===== config.mk =====
export PLATFORM = sky130hd
export DESIGN_NAME = nios_sysid_rd_port
export DESIGN_NICKNAME = d
export VERILOG_FILES = /design/src/rtl/nios_sysid_pkg.sv /design/src/rtl/nios_sysid_rd_port.sv
export SDC_FILE = /design/constraint.sdc
export NUM_CORES = 1
export LEC_CHECK = 0
export ABC_AREA = 1
export ABC_CLOCK_PERIOD_IN_PS = 3050
export BUFFER_PORTS_ARGS = -buffer_cell sky130_fd_sc_hd__buf_2
export CAP_MARGIN = 20
export CORE_MARGIN = 5
export CORE_UTILIZATION = 30
export CTS_BUF_LIST = sky130_fd_sc_hd__clkbuf_16
export DETAILED_ROUTE_END_ITERATION = 8
export PLACE_DENSITY = 0.71
export SYNTH_ARGS = -nofsm -noshare
export SYNTH_HDL_FRONTEND = slang
export SYNTH_SLANG_ARGS = --single-unit

===== constraint.sdc =====
create_clock -name clock -period 3.05 [get_ports clock]
set_input_delay 0.61 -clock clock [delete_from_list [all_inputs] [get_ports clock]]
set_output_delay 0.61 -clock clock [all_outputs]
set_load 0.05 [all_outputs]

===== src/rtl/nios_sysid_pkg.sv =====
// Shared types and constants for the system-ID checker: FSM state encoding,
// Avalon word addresses, data width and default expected words.
package nios_sysid_pkg;

   localparam int DATA_W = 32;

   localparam logic ADDR_ID = 1'b0;
   localparam logic ADDR_TS = 1'b1;

   localparam logic [DATA_W-1:0] DEF_EXPECTED_ID = 32'd4919;
   localparam logic [DATA_W-1:0] DEF_EXPECTED_TS = 32'd1542894059;

   typedef enum logic [2:0] {
      IDLE   = 3'd0,
      REQ_ID = 3'd1,
      LAT_ID = 3'd2,
      REQ_TS = 3'd3,
      LAT_TS = 3'd4,
      FIN    = 3'd5
   } state_t;

endpackage


===== src/rtl/nios_sysid_rd_port.sv =====
// Single-word Avalon-MM read engine. The sequencing FSM tells it which phase
// the current read is in (request or fixed-latency wait). It reports the
// accept, the capture strobe with its data, and an abort when the per-read
// timer reaches TIMEOUT_CYCLES. A capture in the last allowed cycle wins
// over the abort.
module nios_sysid_rd_port
   import nios_sysid_pkg::*;
#(
   parameter int READ_LATENCY   = 0,
   parameter int TIMEOUT_CYCLES = 255
) (
   input  logic              clock,
   input  logic              reset,
   input  logic              req_phase,
   input  logic              lat_phase,
   input  logic              waitrequest,
   input  logic [DATA_W-1:0] readdata,
   output logic              accept,
   output logic              cap_valid,
   output logic [DATA_W-1:0] cap_data,
   output logic              tmo
);

   localparam int TMR_W = (TIMEOUT_CYCLES < 2) ? 1 : $clog2(TIMEOUT_CYCLES + 1);
   localparam logic [TMR_W-1:0] TMR_LAST = TMR_W'(TIMEOUT_CYCLES - 1);
   localparam int LAT_LAST_I = (READ_LATENCY > 0) ? READ_LATENCY - 1 : 0;
   localparam logic [1:0] LAT_LAST = 2'(LAT_LAST_I);

   logic [TMR_W-1:0] timer;
   logic [1:0]       lat_cnt;

   // Handshake: the slave accepts the request in the cycle where waitrequest is low.
   assign accept    = req_phase & ~waitrequest;
   assign cap_valid = (READ_LATENCY == 0) ? accept
                                          : (lat_phase & (lat_cnt == LAT_LAST));
   assign cap_data  = readdata;
   assign tmo       = (req_phase | lat_phase) & ~cap_valid & (timer == TMR_LAST);

   // Counts cycles elapsed since the accept edge while waiting for read data.
   always_ff @(posedge clock) begin
      if (reset || accept) begin
         lat_cnt <= '0;
      end else if (lat_phase) begin
         lat_cnt <= lat_cnt + 2'd1;
      end
   end

   // Per-read timer: zero whenever no read is open, restarts after each capture or abort.
   always_ff @(posedge clock) begin
      if (reset || !(req_phase || lat_phase) || cap_valid || tmo) begin
         timer <= '0;
      end else begin
         timer <= timer + TMR_W'(1);
      end
   end

endmodule


==> results of run 1 <==
-- cell type report --
class | instances | area (sq um)
Tap cell | 28 | 35.0
Fill cell | 257 | 1610
Sequential cell | 8 | 160
Clock buffer | 3 | 75.1
Timing Repair Buffer | 7 | 35.0
Inverter | 7 | 26.3
Multi-Input combinational cell | 41 | 230
-- path summary, 6_finish.rpt --
kind	from	to	slack (ns)	cells past startpoint
worst min-delay path	timer[7]	timer[7]	0.49	2
worst max register to register	timer[0]	timer[4]	1.91	4
worst max-delay path	timer[0]	tmo	1.02	7
worst min register to register	timer[7]	timer[7]	0.49	2
-- layout by cell type (no fill, tap or decap) --
cell type / Yosys / final
a21oi_1: 4 / 4
o21ai_0: 1 / 1
nand3_1: 4 / 4
clkbuf_16: 0 / 3
or2_0: 1 / 1
nand2_1: 10 / 10
inv_1: 7 / 7
nand2_4: 1 / 1
xnor2_1: 1 / 1
buf_2: 0 / 7
xor2_1: 1 / 1
nand2_2: 2 / 2
ha_1: 2 / 2
dfxtp_1: 8 / 8
nor3_2: 1 / 1
o21bai_1: 1 / 1
nor2_1: 9 / 9
nor2_4: 1 / 1
nor2_2: 2 / 2
-- synthesized netlist by cell type --
master,count
xor2_1,1
nand3_1,4
nor3_2,1
ha_1,2
nor2_4,1
a21oi_1,4
o21ai_0,1
buf_4,33
or2_0,1
dfxtp_1,8
nor2_1,9
xnor2_1,1
o21bai_1,1
nor2_2,2
nand2_2,2
nand2_1,10
inv_1,7
nand2_4,1
-- logic make-up (layout without fill, tap and decap cells) --
group,after synthesis,in the layout,synth area share
buffers and inverters,40,17,0.412
and+or+nand+nor,31,31,0.234
DFF,8,8,0.241
AOI/OAI and AO/OA,6,6,0.0490
adders and majority gates,2,2,0.0377
xor gates and xnor gates,2,2,0.0264
-- where the power goes --
part / switching, uW / internal, uW / total [uW]
combinational: 13.2 / 6.10 / 19.3
sequential: 2.27 / 107 / 109
clock: 48.8 / 169 / 218
-- metrics by stage --
step | cells | cell area [sq um] | hold slack (ns) | util
after detailed placement | 91 | 487 | 0.485 | 0.224
final | 94 | 562 | 0.492 | 0.259
after global placement | 91 | 487 | 0.455 | 0.224
after CTS | 94 | 562 | 0.491 | 0.259
after global routing | 94 | 562 | 0.514 | 0.259
after floorplan | 89 | 664 | 0.439 | -
-- layer usage --
metal	global-route usage	share of wire
met1	0.0553	0.34
met2	0.101	0.45
met3	0.0475	0.16
met4	0.0695	0.048
met5	0	0
-- critical path, cell delays in order (launching register included) --
cell and delay, ns:
dfxtp_1 0.34, inv_1 0.09, ha_1 0.14, inv_1 0.04
nor2_1 0.12, nand2_2 0.09, nor3_2 0.10, buf_2 0.28
==> results summary, run 1 <==
The clock insertion delay at the later pin of the skew report is 0.23 ns. The slew of the pin with the lowest slew margin is 0.271 ns. The total standard cell area after synthesis came out at 664 sq um. The number of buffers inserted to repair setup after CTS came out at 0. The estimated wirelength of the detail-placed design is 818 um. The number of flip-flops under the largest register name is 8.

The global router's overall resource usage came out at 0.0671. The chip width came out at 57.1 um. The largest registers in the layout are timer (8). The TritonCTS buffer count is 3. Setup repair after global routing left no endpoint under its margin. The total congestion overflow after global routing is 0.

For this run, the number of Yosys warnings is 0. Timing would allow up to 493 MHz. The total leakage power is 0.000203 uW. The worst slew margin relative to its limit came out at 0.818.

The floorplan step defined a die boundary enclosing 3260 sq um. The number of antenna violations at the first check in global routing is 0. The first-pass iteration count of the detailed router is 2.

The antenna violation net count after detailed routing came out at 0. The count of different cell masters after synthesis came out at 18. The detailed router's first-iteration violation count is 7.

The DRC violation count after routing came out at 0. The repair_antennas step left the layout with diodes totalling 0. The post-CTS resize count is 0. STA classifies the critical path endpoint as a primary output.

The placeable core area came out at 2170 sq um. The largest net degree at the start of global routing came out at 9. The tree is rooted in a clkbuf_16. In the final design database the tool counted 107 nets. Setup violations remaining at the end of the flow were counted as 0. The floorplan has 17 rows. The total negative setup slack is 0 ns. The number of primary I/O pins is 72.

Ranked by total cell area, the synthesized netlist is headed by buf_4, dfxtp_1, nand2_1. The quantity of hold-fixing buffers added after cts is 0. The number of sinks on the clock net came out at 8. The clock arrives with 0.000852 ns of skew. Timing analysis after detailed placement gives a worst setup slack of 1.15 ns. The layout-stage area growth over the synthesis result is -15.4%. The ratio of final minimum period to clock period is 0.665. The initial standard-cell utilization of the core is 0.306. The post-detailed-route wirelength per cell came out at 10.9 um. The minimum clock period after layout came out at 2.03 ns. Max-cap violations in this run came to 0. STA classifies the critical path startpoint as a flop. The worst-path maximum fanout is 4. The biggest area contributor in the post-synthesis netlist is buf_4.

Summing internal, switching and leakage power gives 346 uW. Routability-driven placement finished with a final weighted congestion of 0.687. In this run the deepest clock path goes through 2 buffers. The final critical-path setup slack is 1.02 ns. The clock-pin transition on the worst setup and hold timing paths is 0.04 ns. In the synthesized netlist, the number of instances is 89. The detailed-route via count is 394. The average vias per placed instance is 4.19. The number of flip-flops and latches in the synthesized netlist is 8. The worst setup path is of the reg -> out kind. Ranked by flip-flop count, first place goes to timer. The TritonCTS clock tree is done. The via count of the first global-routing pass was 393. The total count of hold-check failures in the final report came out at 0. Of the post-synthesis cell area, the dominant cell type holds 0.373.

The synthesized area per cell came out at 7.47 sq um. The H-tree depth is 1. The sequential fraction of the synthesis area came out at 0.241.

The proportion of layout cells with a drive suffix above 1 came out at 0.258. Data arrives at the worst endpoint at 1.42 ns. The final wirelength came out at 1020 um.

The final max-slew violation count is 0. The critical path required time is 2.44 ns. The net count of the mapped netlist came out at 128. The run finished with clean final reports. The die boundary height is 57.1 um. The peak supply drop came out at 0.297 mV. In this run the worst hold path is classified as reg -> reg. For this design the ratio of total power to cell area is 616 nW/um^2. The first global-routing pass estimated 1660 um of wire. Port buffering added 7 buffers.
No activity file was read; power rests on OpenSTA's default activity.
==> inputs of run 2 (changes only) <==
Settings changed: ABC_CLOCK_PERIOD_IN_PS 3050 to 1800, PLACE_DENSITY 0.71 to 0.74.
Clock period 3.05 ns to 1.8 ns, I/O delays scaled along.
==> run 2 against run 1 <==
- utilization up 0.75 points
- count of clock-buffer cells in the layout did not move
- sequential cell count is the same
- sequential share of layout area fell by 0.59 points
- setup slack got worse by 0.89 ns
- design area rose by 2.9%
- final cell count stayed put
- via count up 2.5%
- first-iteration DRC count rose by 57%
- register-to-register slack got worse by 1.3 ns
- critical path type unchanged
- critical endpoint unchanged
- highest routed layer unchanged
==> results summary, run 2 (synthesized netlist as in run 1, its figures left out) <==
The count of maximum capacitance violations came to 0 (unchanged). The total congestion overflow after global routing came out at 0 (unchanged). The detailed-route via count was 404 (+2.5%).

The critical path goes through inv_2, ha_1, inv_1, nor2_1, nand2_2, nor3_4, buf_6. The TritonCTS clock tree is done. The quantity of hold-fixing buffers added after cts is 0 (unchanged). The clock-pin transition on the worst setup and hold timing paths came to 0.04 ns (about the same). The detailed router's first-iteration violation count came out at 11 (+4). The estimated wirelength of the detail-placed design was 789 um (-3.5%). Setup repair after global routing left no endpoint under its margin. The critical path required time came out at 1.44 ns (-1.00 ns).

The maximum frequency from static timing analysis came out at 599 MHz. The TritonCTS buffer count is 3 (unchanged). The ratio of final minimum period to clock period is 0.928. The element type at the critical path end is a primary output. The site row count is 17 (unchanged). The path with the worst hold slack has its endpoint at timer[0]. In this run the critical register-to-register path is captured at timer[4]. The number of sinks on the clock net is 8 (unchanged). The total negative setup slack is 0 ns (unchanged).

In this run the critical register-to-register path is launched from timer[1]. The depth of the worst register-to-register path is 4 (unchanged). The largest net degree at the start of global routing came out at 9 (unchanged).

The layout-stage area growth over the synthesis result is -13.0%. The antenna diode instance count is 0 (unchanged). The number of flip-flops under the largest register name is 8 (unchanged). Ranked by flip-flop count, first place goes to timer. The clock insertion delay at the later pin of the skew report came to 0.23 ns (about the same). The worst slew margin relative to its limit came out at 0.835 (+0.0164). The initial standard-cell utilization of the core is 0.306 (unchanged). The areal power density over the cells came out at 1030 nW/um^2 (+67%). The minimum clock period after layout is 1.67 ns.

The arrival time of data at the critical path endpoint is 1.31 ns (-0.11 ns). The wire length of the first global-routing pass came out at 1810 um (+8.7%). The global router's overall resource usage came to 0.0740 (+0.00697). The layout filler cell count came out at 245 (-4.7%). The placeable core area was 2170 sq um (unchanged). The final max-slew violation count was 0 (unchanged).

The worst-path maximum fanout is 4 (unchanged). The peak per-stage delay on the critical path is 0.33 ns (about the same). The number of primary I/O pins is 72 (unchanged). Among all stages on the critical path, the largest delay is contributed by dfxtp_2. The category of the worst setup path launch point is a flop.

The via count of the first global-routing pass is 424 (+7.9%). The commonest non-fill, non-tap cell in the layout is nand2_1. The instance count along the most critical hold path is 1 (-1).

The maximum clock path buffer count was 2 (unchanged). The proportion of layout cells with a drive suffix above 1 is 0.303 (+0.0455). The worst clock skew is 0.00111 ns (+0.000253 ns).

The final number of setup-violating endpoints came to 0 (unchanged). The register area is 161 sq um (+0.78%). The kind of critical path is reg -> out. The tree is rooted in a clkbuf_16. The first-pass iteration count of the detailed router is 3 (+1). In the layout the commonest cells are nand2_1, nor2_1, dfxtp_1. The total leakage power came out at 0.000201 uW (-0.80%). The DRC violation count after routing is 0 (unchanged). The post-detailed-route wirelength per cell came to 10.9 um (-0.20%). The die boundary height was 57.1 um (unchanged). The final wirelength is 1020 um (-0.20%). The floorplan die area came out at 3260 sq um (unchanged). The slew of the pin with the lowest slew margin came to 0.250 ns (-0.0219 ns). The run finished with clean final reports.

The chip width came out at 57.1 um (unchanged). The critical hold path startpoint is timer[0]. The average vias per placed instance came to 4.30 (+2.5%). The area used by multi-input combinational logic came out at 239 sq um (+3.8%).

The antenna violation net count after detailed routing is 0 (unchanged). The placer congestion estimate came out at 0.717 (+4.4%). The final critical-path setup slack is 0.130 ns (-0.893 ns). The number of antenna violations at the first check in global routing is 0 (unchanged). The pre-CTS setup slack is 0.254 ns (-0.893 ns).

The total buffers and inverters traversed by the critical path came out at 3 (unchanged). In the final layout, the registers with the most flip-flops are timer (8). The total of buffers placed on input and output ports was 7 (unchanged). The path class of the lowest-slack min-delay path is reg -> reg.

The final instance count without filler cells was 94 (unchanged). The slack of the worst reg-to-reg path is 0.64 ns (-1.27 ns). In this design, the largest share of critical-path delay is due to flip-flops.

The peak supply drop came out at 0.396 mV (+34%). The H-tree depth is 1 (unchanged). The instance count after placement with tap cells included came out at 91 (unchanged). The final net count is 107 (unchanged).

The total count of hold-check failures in the final report is 0 (unchanged).
[run 2: cell types whose count changed in the layout (fill, tap and decap cells not counted)]
| cell | delta |
|---|---|
| nor2_1 | -1 |
| dfxtp_2 | +1 |
| buf_2 | -1 |
| nor3_4 | +1 |
| dfxtp_1 | -1 |
| inv_1 | -1 |
| buf_6 | +1 |
| nor3_2 | -1 |
| inv_2 | +1 |
| nor2_2 | +1 |
[run 2: layout make-up]
| type | instances | share of cell area |
|---|---|---|
| multi-input combinational | 41 | 0.413 |
| sequential | 8 | 0.279 |
| inverter | 7 | 0.0455 |
| tap | 28 | 0.0606 |
| timing repair buffer | 7 | 0.0714 |
| clock buffer | 3 | 0.130 |
[run 2: report_power, final]
part           switching [uW]  internal (uW)  leakage [uW]  total, uW
Sequential               3.85            182     0.0000651        186
Combinational            23.9           10.8     0.0000992       34.7
Clock                    86.9            286     0.0000370        373
[run 2: stage by stage]
step                      hold slack (ns)  utilization  instance area (sq um)  total power, uW
after floorplan                     0.439            -                    667              404
after global placement              0.451        0.225                    489              220
after detailed placement            0.467        0.225                    489              221
after CTS                           0.475        0.260                    564              603
after global routing                0.471        0.266                    578              618
final                               0.447        0.266                    578              594
[run 2: worst max-delay path by stage]
stage          startpoint  endpoint  slack, ns  cells past startpoint
6_report         timer[0]       tmo       0.13                      7
5_1_grt          timer[0]       tmo       0.03                      7
4_1_cts          timer[0]       tmo      0.006                      7
3_5_place_dp     timer[0]       tmo       0.25                      7
3_3_place_gp     timer[0]       tmo       0.30                      7
2_1_floorplan    timer[0]       tmo       0.07                      6
[run 2: worst reg2reg max path, delay by kind of cell (launching register included)]
family | cells | cell delay [ns]
AND/OR/NAND/NOR | 2 | 0.33
adder cells (fa/ha/maj) | 1 | 0.27
AO/OA/AOI/OAI | 1 | 0.12
flip-flops | 1 | 0.36
[run 2: metal layers]
layer | GRT usage | up-vias | share of wire
li1 | - | 193 | -
met1 | 0.0580 | 176 | 0.33
met2 | 0.106 | 23 | 0.43
met3 | 0.0543 | 12 | 0.18
met4 | 0.0927 | 0 | 0.052
met5 | 0 | - | 0
[run 2: timing repair]
action,CTS,global route
buffers inserted,0,0
resized for setup,0,6
setup endpoints to repair,0,1
==> inputs of run 3 (changes only) <==
Settings changed: PLACE_DENSITY 0.74 to 0.71.
==> run 3 against run 2 <==
- register-to-register slack improved by 0.04 ns
- total power fell by 1.6%
- non-clock buffer count is the same
- via count is 0.25% lower
- largest cell class unchanged
- clock power is 2% lower
- die area unchanged
- count of clock-buffer cells in the layout is the same
- final cell count did not move
- setup slack lost 0.027 ns
- first-iteration DRC count rose by 36%
- routed wire length fell by 0.29%
- utilization is 0.12 points lower
==> results summary, run 3 (synthesized netlist as in run 1, its figures left out) <==
The chip width was 57.1 um (unchanged). The instance count after placement with tap cells included came out at 91 (unchanged). The proportion of power drawn by the clock network came out at 0.623 (-0.006). The proportion of layout cells with a drive suffix above 1 was 0.333 (+0.0303).

The first-pass iteration count of the detailed router came out at 4 (+1). The commonest non-fill, non-tap cell in the layout is nand2_1. The library cells used most frequently in the layout, excluding fill and tap cells, are nand2_1, nor2_1, inv_1, buf_2, dfxtp_1. The final instance count without filler cells is 94 (unchanged). The placer congestion estimate is 0.735 (+2.4%). The total leakage power is 0.000201 uW (-0.33%).

The placeable core area is 2170 sq um (unchanged). The clock-pin transition on the worst setup and hold timing paths is 0.04 ns (about the same). STA classifies the critical path endpoint as a primary output. The overall power is 584 uW (-1.6%). The die boundary height is 57.1 um (unchanged).

The post-detailed-route wirelength per cell came out at 10.8 um (-0.29%). The worst clock skew came to 0.000718 ns (-0.000388 ns). The wire length of the first global-routing pass was 1790 um (-1.1%). The final max-slew violation count is 0 (unchanged).

The estimated wirelength of the detail-placed design was 793 um (+0.53%). The antenna diode instance count is 0 (unchanged). The total count of hold-check failures in the final report came out at 0 (unchanged).

The slowest stage of the critical path belongs to the cell dfxtp_2. The total of buffers placed on input and output ports is 7 (unchanged). The internal power component is 479 uW (about the same).

The clock insertion delay at the later pin of the skew report is 0.23 ns (about the same). The final core area utilization came out at 0.265 (-0.00115). The number of sinks on the clock net came to 8 (unchanged).

The initial standard-cell utilization of the core was 0.306 (unchanged). The pre-CTS setup slack is 0.284 ns (+0.0298 ns). The post-CTS resize count is 0 (unchanged).

The part of the total power dissipated in sequential elements is 0.318 (+0.005). The final critical-path setup slack came out at 0.102 ns (-0.0275 ns). The number of buffers inserted to repair setup after CTS came out at 0 (unchanged).

The final number of setup-violating endpoints came out at 0 (unchanged). The detailed-route via count is 403 (-0.25%). The worst-path maximum fanout is 4 (unchanged). The signal on the critical path passes through inv_2, ha_1, inv_1, nor2_2, nand2_2, nor3_2, buf_6. The total placed instance area came out at 489 sq um (unchanged). The cell family contributing the most delay on the critical path is simple AND/OR/NAND/NOR gates. The arrival time of data at the critical path endpoint is 1.34 ns (+0.03 ns). The layout-stage area growth over the synthesis result came out at -13.4%. The worst slew margin relative to its limit came out at 0.835 (about the same). The final wirelength came out at 1020 um (-0.29%). The worst hold path belongs to the class reg -> reg.

The number of flip-flops under the largest register name came out at 8 (unchanged). STA classifies the critical path startpoint as a flop. The number of antenna violations at the first check in global routing is 0 (unchanged).

The H-tree depth is 1 (unchanged). The net switching power of the design was 105 uW (-8.0%). The critical path required time is 1.44 ns (about the same).

The ratio of final minimum period to clock period is 0.943 (+0.0153). The final net count is 107 (unchanged). The detailed router's first-iteration violation count is 15 (+4). The floorplan die area is 3260 sq um (unchanged). The tree is rooted in a clkbuf_16. The site row count is 17 (unchanged). The slew of the pin with the lowest slew margin is 0.249 ns (-0.000498 ns). The share of power burned in combinational logic is 0.059 (about the same). The quantity of hold-fixing buffers added after cts came out at 0 (unchanged).

The antenna violation net count after detailed routing came out at 0 (unchanged). The number of primary I/O pins came out at 72 (unchanged). The peak per-stage delay on the critical path came out at 0.33 ns (about the same). The largest registers in the layout are timer (8). The via count of the first global-routing pass came out at 420 (-0.94%).

The TritonCTS buffer count came out at 3 (unchanged). The area of all placed cells without fillers is 576 sq um (-0.43%). The largest net degree at the start of global routing is 9 (unchanged). The DRC violation count after routing is 0 (unchanged). The TritonCTS clock tree is done. The global router's overall resource usage came out at 0.0689 (-0.00512).

timer holds more flip-flops than any other register. The minimum clock period after layout is 1.70 ns (+0.0275 ns). The maximum frequency from static timing analysis is 589 MHz (-1.6%). The flow ran to the end, and the final reports show no timing, DRC or antenna violations. The average vias per placed instance is 4.29 (-0.25%). The total buffers and inverters traversed by the critical path came out at 3 (unchanged). The total congestion overflow after global routing came out at 0 (unchanged). The maximum clock path buffer count came out at 2 (unchanged). The areal power density over the cells is 1010 nW/um^2 (-1.2%). The peak supply drop is 0.498 mV (+26%). The count of maximum capacitance violations came out at 0 (unchanged).

The switching part of the total is 0.181 (-0.0126). The kind of critical path is reg -> out.
-- run 3: cell counts in the layout (fill, tap and decap cells not counted) --
Identical to the previous run, type by type.
-- run 3: layout make-up --
| type | count | area, sq um |
|---|---|---|
| Clock buffer | 3 | 75.1 |
| Fill cell | 241 | 1590 |
| Inverter | 7 | 26.3 |
| Multi-Input combinational cell | 41 | 235 |
| Sequential cell | 8 | 163 |
| Tap cell | 28 | 35.0 |
| Timing Repair Buffer | 7 | 41.3 |
-- run 3: path summary, 6_finish.rpt --
check / depth (start not counted) / end / slack (ns) / from
worst min register to register: 1 / timer[0] / 0.44 / timer[0]
worst max-delay path: 7 / tmo / 0.10 / timer[0]
worst max register to register: 4 / timer[4] / 0.68 / timer[0]
worst min-delay path: 1 / timer[0] / 0.44 / timer[0]
-- run 3: per-stage QoR --
stage | TNS (ns) | hold slack [ns]
final | 0 | 0.437
after global placement | 0 | 0.451
after global routing | -0.0257 | 0.455
after CTS | 0 | 0.464
after detailed placement | 0 | 0.454
after floorplan | 0 | 0.439
-- run 3: power by group through the flow --
stage	clock, uW	sequential [uW]	combinational [uW]
2_1_floorplan	0	187	217
3_3_place_gp	0	187	33.5
3_5_place_dp	0	188	34.1
4_1_cts	377	185	34.4
5_1_grt	387	186	37.7
6_report	364	186	34.2
-- run 3: metal layers --
metal | GRT usage | vias to the layer above | routed length, um
met4 | 0.0397 | 0 | 12
met5 | 0 | - | 0
met3 | 0.0724 | 6 | 200
met2 | 0.103 | 24 | 483
li1 | - | 195 | -
met1 | 0.0566 | 178 | 321
